### src/rtl/fxp_pkg.sv
// fxp_pkg: rounding-mode encoding shared by the fixed-point multiplier
package fxp_pkg;
  typedef enum logic [1:0] {
    RND_TRUNC     = 2'b00,
    RND_HALF_UP   = 2'b01,
    RND_HALF_EVEN = 2'b10,
    RND_RSVD      = 2'b11
  } rnd_t;
endpackage

### src/rtl/fxp_round_sat.sv
// fxp_round_sat: align the product fraction to the result format, round, then saturate or wrap
module fxp_round_sat import fxp_pkg::*; #(
  parameter int PI  = 8,
  parameter int PF  = 8,
  parameter int WI0 = 4,
  parameter int WF0 = 4
) (
  input  logic signed [PI+PF-1:0]   p,
  input  rnd_t                      rnd,
  input  logic                      sat,
  output logic        [WI0+WF0-1:0] res,
  output logic                      ovf
);
  localparam int PW = PI + PF;
  localparam int OW = WI0 + WF0;
  localparam int XW = PW + OW + WF0 + 2;
  localparam logic signed [XW-1:0] MAXV = (XW'(1) << (OW-1)) - XW'(1);
  localparam logic signed [XW-1:0] MINV = ~MAXV;
  logic signed [XW-1:0] pe, r;
  assign pe = {{(XW-PW){p[PW-1]}}, p};
  generate
    if (WF0 >= PF) begin : g_ext
      assign r = pe <<< (WF0 - PF);
    end else begin : g_drop
      localparam int D = PF - WF0;
      localparam logic [XW-1:0] HALF = XW'(1) << (D-1);
      logic signed [XW-1:0] q;
      logic [XW-1:0] rem;
      logic up;
      always_comb begin
        q = pe >>> D;
        rem = pe & ((HALF << 1) - XW'(1));
        up = rnd == RND_HALF_UP ? rem >= HALF :
             rnd == RND_HALF_EVEN ? (rem > HALF || (rem == HALF && q[0])) : 1'b0;
        r = q + XW'(up);
      end
    end
  endgenerate
  // range check on the wide value catches both lost integer bits and rounding carry-out
  always_comb begin
    ovf = r > MAXV || r < MINV;
    res = ovf && sat ? (p[PW-1] ? MINV[OW-1:0] : MAXV[OW-1:0]) : r[OW-1:0];
  end
endmodule

### src/rtl/fxp_mult_pipe.sv
// fxp_mult_pipe: three-stage signed fixed-point multiplier with rounding, saturation and overflow count
module fxp_mult_pipe import fxp_pkg::*; #(
  parameter int WI1 = 4,
  parameter int WF1 = 4,
  parameter int WI2 = 4,
  parameter int WF2 = 4,
  parameter int WI0 = 4,
  parameter int WF0 = 4,
  parameter int CW  = 16
) (
  input  logic                 clk,
  input  logic                 rst,
  input  logic                 in_valid,
  output logic                 in_ready,
  input  logic [WI1+WF1-1:0]   in_a,
  input  logic [WI2+WF2-1:0]   in_b,
  input  logic [1:0]           in_rnd,
  input  logic                 in_sat,
  output logic                 out_valid,
  input  logic                 out_ready,
  output logic [WI0+WF0-1:0]   out_data,
  output logic                 out_ovf,
  output logic [CW-1:0]        ovf_cnt,
  input  logic                 ovf_clr
);
  localparam int NA = WI1 + WF1;
  localparam int NB = WI2 + WF2;
  localparam int PW = NA + NB;
  localparam int OW = WI0 + WF0;
  logic v1, v2, sat1, sat2, ovf;
  rnd_t rnd1, rnd2;
  logic signed [NA-1:0] a1;
  logic signed [NB-1:0] b1;
  logic signed [PW-1:0] p2;
  logic [OW-1:0] res;
  assign in_ready = !(out_valid && !out_ready);
  // one shared enable: the whole pipe advances or holds together
  always_ff @(posedge clk) begin
    if (rst) begin
      {v1, v2, out_valid, sat1, sat2, out_ovf} <= '0;
      rnd1 <= RND_TRUNC;
      rnd2 <= RND_TRUNC;
      a1 <= '0;
      b1 <= '0;
      p2 <= '0;
      out_data <= '0;
    end else if (in_ready) begin
      v1 <= in_valid;
      a1 <= in_a;
      b1 <= in_b;
      rnd1 <= rnd_t'(in_rnd);
      sat1 <= in_sat;
      v2 <= v1;
      p2 <= PW'(a1) * PW'(b1);
      rnd2 <= rnd1;
      sat2 <= sat1;
      out_valid <= v2;
      out_data <= res;
      out_ovf <= ovf;
    end
  end
  always_ff @(posedge clk) begin
    if (rst || ovf_clr) ovf_cnt <= '0;
    else if (out_valid && out_ready && out_ovf && !(&ovf_cnt)) ovf_cnt <= ovf_cnt + CW'(1);
  end
  fxp_round_sat #(.PI(WI1+WI2), .PF(WF1+WF2), .WI0(WI0), .WF0(WF0)) u_rs (
    .p(p2), .rnd(rnd2), .sat(sat2), .res(res), .ovf(ovf)
  );
endmodule

### config.mk
export PLATFORM = sky130hd
export DESIGN_NAME = fxp_mult_pipe
export DESIGN_NICKNAME = d
export VERILOG_FILES = /design/src/rtl/fxp_pkg.sv /design/src/rtl/fxp_round_sat.sv /design/src/rtl/fxp_mult_pipe.sv
export SDC_FILE = /design/constraint.sdc
export NUM_CORES = 1
export LEC_CHECK = 0
export ABC_AREA = 1
export CAP_MARGIN = 20
export CORE_UTILIZATION = 46
export CTS_CLUSTER_SIZE = 20
export DETAILED_ROUTE_END_ITERATION = 6
export GPL_TIMING_DRIVEN = 1
export PLACE_DENSITY = 0.64
export SLEW_MARGIN = 20
export SYNTH_ARGS = -nofsm -noshare
export SYNTH_HDL_FRONTEND = slang
export SYNTH_SLANG_ARGS = --single-unit
### constraint.sdc
create_clock -name clk -period 4.8 [get_ports clk]
set_clock_uncertainty 0.1 [all_clocks]
set_input_delay 0.48 -clock clk [delete_from_list [all_inputs] [get_ports clk]]
set_output_delay 0.48 -clock clk [all_outputs]
set_load 0.01 [all_outputs]
After elaboration in Yosys (flattened, before gate mapping)
Cells that the tools add are included.

storage, ports and cells
  output and inout bits = 27
  word-level logic and storage cells = 40
  input bits = 24
  register bits after elaboration = 66

cells by class
  add/sub/neg operators = 2
  equal/unequal tests = 3
  muxes and demuxes = 4
  reduce and logical (&&, ||, !) cells = 13
  multiply operators = 1
  $lt $le $gt $ge = 4

operators with widths
  cell                                                         number
  > comparator 30 x 8 -> 1 bit, second input constant          1
  less-than comparator 30 x 8 -> 1 bit, second input constant  1
  adder 16 x 1 -> 16 bit, second input constant                1
  multiplier 8 x 8 -> 16 bit                                   1
  2-to-1 mux 8 bit                                             2
  AND reduction 16 bit                                         1
  adder 12 x 2 -> 13 bit                                       1
  logical AND 1 bit                                            6
  equality test 4 bit, second input constant                   1
  greater-or-equal comparator 4 bit, second input constant     1
  > comparator 4 bit, second input constant                    1
  logical NOT 1 bit                                            3
  logical OR 1 bit                                             3
  equality test 2 x 1 -> 1 bit, second input constant          1
  equality test 2 bit, second input constant                   1
  2-to-1 mux 1 bit                                             2

Longest topological paths before layout
Gate-level depths: netlist of run 1.

  word-level depth = 10
  gate-level depth with buffers = 22
  depth with buffers taken out = 21

Cells and area by module
From an unflattened synthesis of run 1, not the netlist that was laid out.

unflattened totals
  cell total of the unflattened synthesis = 860
  area, all modules = 5978.2 um2

by module, submodules not included
  module         cells each  seq. area each (um2)  area an instance (um2)  times used
  fxp_mult_pipe  772         1321.3                5520.3                  1
  fxp_round_sat  88          0.0                   457.9                   1

Worst setup path before layout of run 1
No wires, ideal clock.

  path type = flip-flop to flip-flop
  from = register a1[0]
  to = register p2[13]
  arrival time = 4.152 ns
  path slack = 0.439 ns
  clock period less this slack = 4.361 ns
  required time = 4.591 ns
  buffers on the path = 1
  cell stages (with the launch flop) = 21
  library setup time = 0.109 ns
  cell sequence = dfxtp_1 -> clkbuf_1 -> or2_2 -> fa_1 -> fa_1 -> inv_1 -> fa_1 -> inv_1 -> fa_1 -> inv_1 -> ha_1 -> nand2_1 -> inv_1 -> a21boi_0 -> o21ai_0 -> nand3_1 -> nand2_1 -> nand2_1 -> nand3_1 -> nand2_1 -> inv_1

on the way
  cells in the longest elaborated chain, start to end = 1

RTL lines
  element                     line                 source
  start: declaration          fxp_mult_pipe.sv:32  logic signed [NA-1:0] a1;
  start signal: assignment    fxp_mult_pipe.sv:49  a1 <= in_a;
  multiplier 8 x 8 -> 16 bit  fxp_mult_pipe.sv:54  p2 <= PW'(a1) * PW'(b1);
  end signal: assignment      fxp_mult_pipe.sv:54
  end: declaration            fxp_mult_pipe.sv:34  logic signed [PW-1:0] p2;

Every way passes these cells.
A chain may end at the register's enable or synchronous reset.

Worst setup path after layout of run 1
  from = register a1[6]
  to = register p2[13]

Same word-level chain as after synthesis.

==> flow_summary.toml, run 1 <==
[timing]
maxSlewViolCount = 0
tns_ps = 0
finalHoldViolations = 0
fmax_mhz = 217.2
fin_crit_sh_pct = 95.90
period_needed_ps = 4603
whs_ps = 371.2
tightest_slew_ps = 669.3
slew_headroom_pct = 55.22
grt_setup_unrepaired = "true"
setup_violations = 0

[worst_setup_path]
reg2regPathDepth = 18
path_class = "reg2reg"
end_kind = "flop"
cp_max_fo = 9
cp.arrival_ps = 4740
worst_setup_path_start_kind = "flop"
cp.required_ps = 4930

[clocking]
cts_tree = "yes"
cts_buffers = 9
clockBufferDepth = 2
cts.sinks = 66
root_buffer = "clkbuf_16"
cts_hold_buf = 0
clk_latency_ps = 340
path_clk_slew_ps = 50
cts_max_level = 3

[synth]
synth_ff_type = "dfxtp_1"
ys_ff_latch = 66
synth_cell_types = 37
synth_enable_flop_cells = 0
ys.warnings.count = 0
synthArstFlopShare_pct = 0
syn_nets = 907
syn_inst = 796
ys_seq_area_share_pct = 23.01
syn_area_per_cell_um2 = 7.213
syn_area_mm2 = 0.005742

[global_routing]
grt_use_total_pct = 21.67
grt_pass1_vias = 4783
antenna_found_initial = 0
grt_pass1_wl_mm = 22.26
grt-ovfl-total = 0
grt_max_degree = 57

[floorplanning]
core_mm2 = 0.01211
fp.dieW_um = 113.7
num_rows = 40
initial_core_util_pct = 47.41
die_area_mm2 = 0.01293
ioPinCount = 51
die_h_um = 113.7

[final_layout]
mostFrequentLayoutCells = "inv_1 (199), nand2_1 (133), nor2_1 (79)"
drive_gt1_share_pct = 6.190
num-fill-cells = 1165
nNetsFinal = 946
finalInstanceArea_mm2 = 0.006695
synthToLayoutAreaGrowth_pct = 16.60
ff_latch_area_mm2 = 0.001323
antenna_cells = 0
multi_input_area_mm2 = 0.003552
final_common_cell = "inv_1"
final_cells = 1008

[placement]
port_buffers = 50
dp.cells = 992
gp_congestion = 0.8560
place_area_mm2 = 0.006397
place_hpwl_mm = 9.655

[pwr]
powerDensity_mw_per_mm2 = 292.8
max-vdd-ir-drop_v = 0.0001859
power_mw = 1.960
p_leak_nw = 3.524

[route]
antenna_left = 0
drc = 0
wl_mm = 12.44
firstDrtPassIters = 6
wire_per_inst_um = 12.34
via_per_inst = 4.817
vias = 4856
drt_iter0_markers = 317

[worst_hold_path]
min_path_cells = 2
hold_class = "reg2reg"

[run_status]
status = "finished clean"

[flow_run]
cap_viol_max_count = 0
## state kept, by name, summed over array words and instances (netlist names)
| name | flops |
|---|---|
| out_data | 8 |
| v1 | 1 |
| sat2 | 1 |
| b1 | 8 |
| p2 | 16 |
| rnd2 | 2 |
| out_valid | 1 |
| ovf_cnt | 16 |
| v2 | 1 |
| rnd1 | 2 |
| sat1 | 1 |
| out_ovf | 1 |
| a1 | 8 |
## Yosys cell counts, types with 9 or more instances
library cell	count	share of area [%]
nor2_1	80	5.2
dfxtp_1	66	23
fa_1	55	19
nand2_1	133	8.7
o21ai_0	60	5.2
a21oi_1	24	2.1
nand4_1	9	0.98
xnor2_1	9	1.4
nand3_1	33	2.9
ha_1	32	7.0
clkbuf_1	29	1.9
inv_1	200	13
xor2_1	13	2.0
## through the flow
stage	worst slack, ps	utilization, %
4_1_cts	229.0	55.20
6_report	196.7	55.28
3_5_place_dp	265.6	52.82
3_3_place_gp	317.9	52.82
2_1_floorplan	439.0	-
5_1_grt	-75.61	55.28
## report_power, final
| group | switching, mW | internal (mW) | total (mW) |
|---|---|---|---|
| Combinational | 0.381 | 0.260 | 0.641 |
| Sequential | 0.0679 | 0.609 | 0.677 |
| Clock | 0.243 | 0.400 | 0.643 |
| Total | 0.692 | 1.27 | 1.96 |
## worst paths after layout
check        startpoint  slack, ps  endpoint
min reg2reg       p2[3]        370     p2[3]
max               a1[6]        200    p2[13]
max reg2reg       a1[6]        200    p2[13]
min               p2[3]        370     p2[3]
## critical path: stages, from the launching register on
cell      delay (ps)
dfxtp_1          570
nand2_1          140
fa_1             500
inv_1             50
fa_1             480
fa_1             550
inv_1             60
fa_1             550
inv_1             40
ha_1             330
a21oi_1          240
a21boi_0         350
o21ai_1          140
nand3_1          110
nand2_1           60
nand2_1           50
nand3_1           60
nand2_1           90
inv_1             30
## cell type report
cell class,count,area share (%)
Tap cell,168,3.140
Inverter,201,11.27
Sequential cell,66,19.75
Clock buffer,11,3.476
Clock inverter,5,0.8223
Multi-Input combinational cell,498,53.06
Timing Repair Buffer,59,8.484
## kinds of logic after synthesis
family | synth area share [%]
xor+xnor | 3.356
buf+inv | 15.32
flops | 23.01
simple gates | 22.92
compound gates | 9.240
fa+ha+maj | 26.15
## per-layer routing
layer	wire (µm)	GRT usage (%)	part of all wire, %
met5	0	0	0
met4	204	7.018	1.6
met3	533	4.410	4.3
met2	5905	35.28	47
met1	5800	28.88	47
## timing repair
action,4_1_cts,5_1_grt
hold endpoints to repair,0,0
setup endpoints to repair,0,4
buffers inserted,0,0
resized for setup,0,5
(Power assumes the default switching activity.)
==> run 2: changes to the inputs <==
Settings changed: GPL_ROUTABILITY_DRIVEN set to 0.
==> results of run 2 <==
The final DEF is identical to that of run 1; final timing and power are the same.
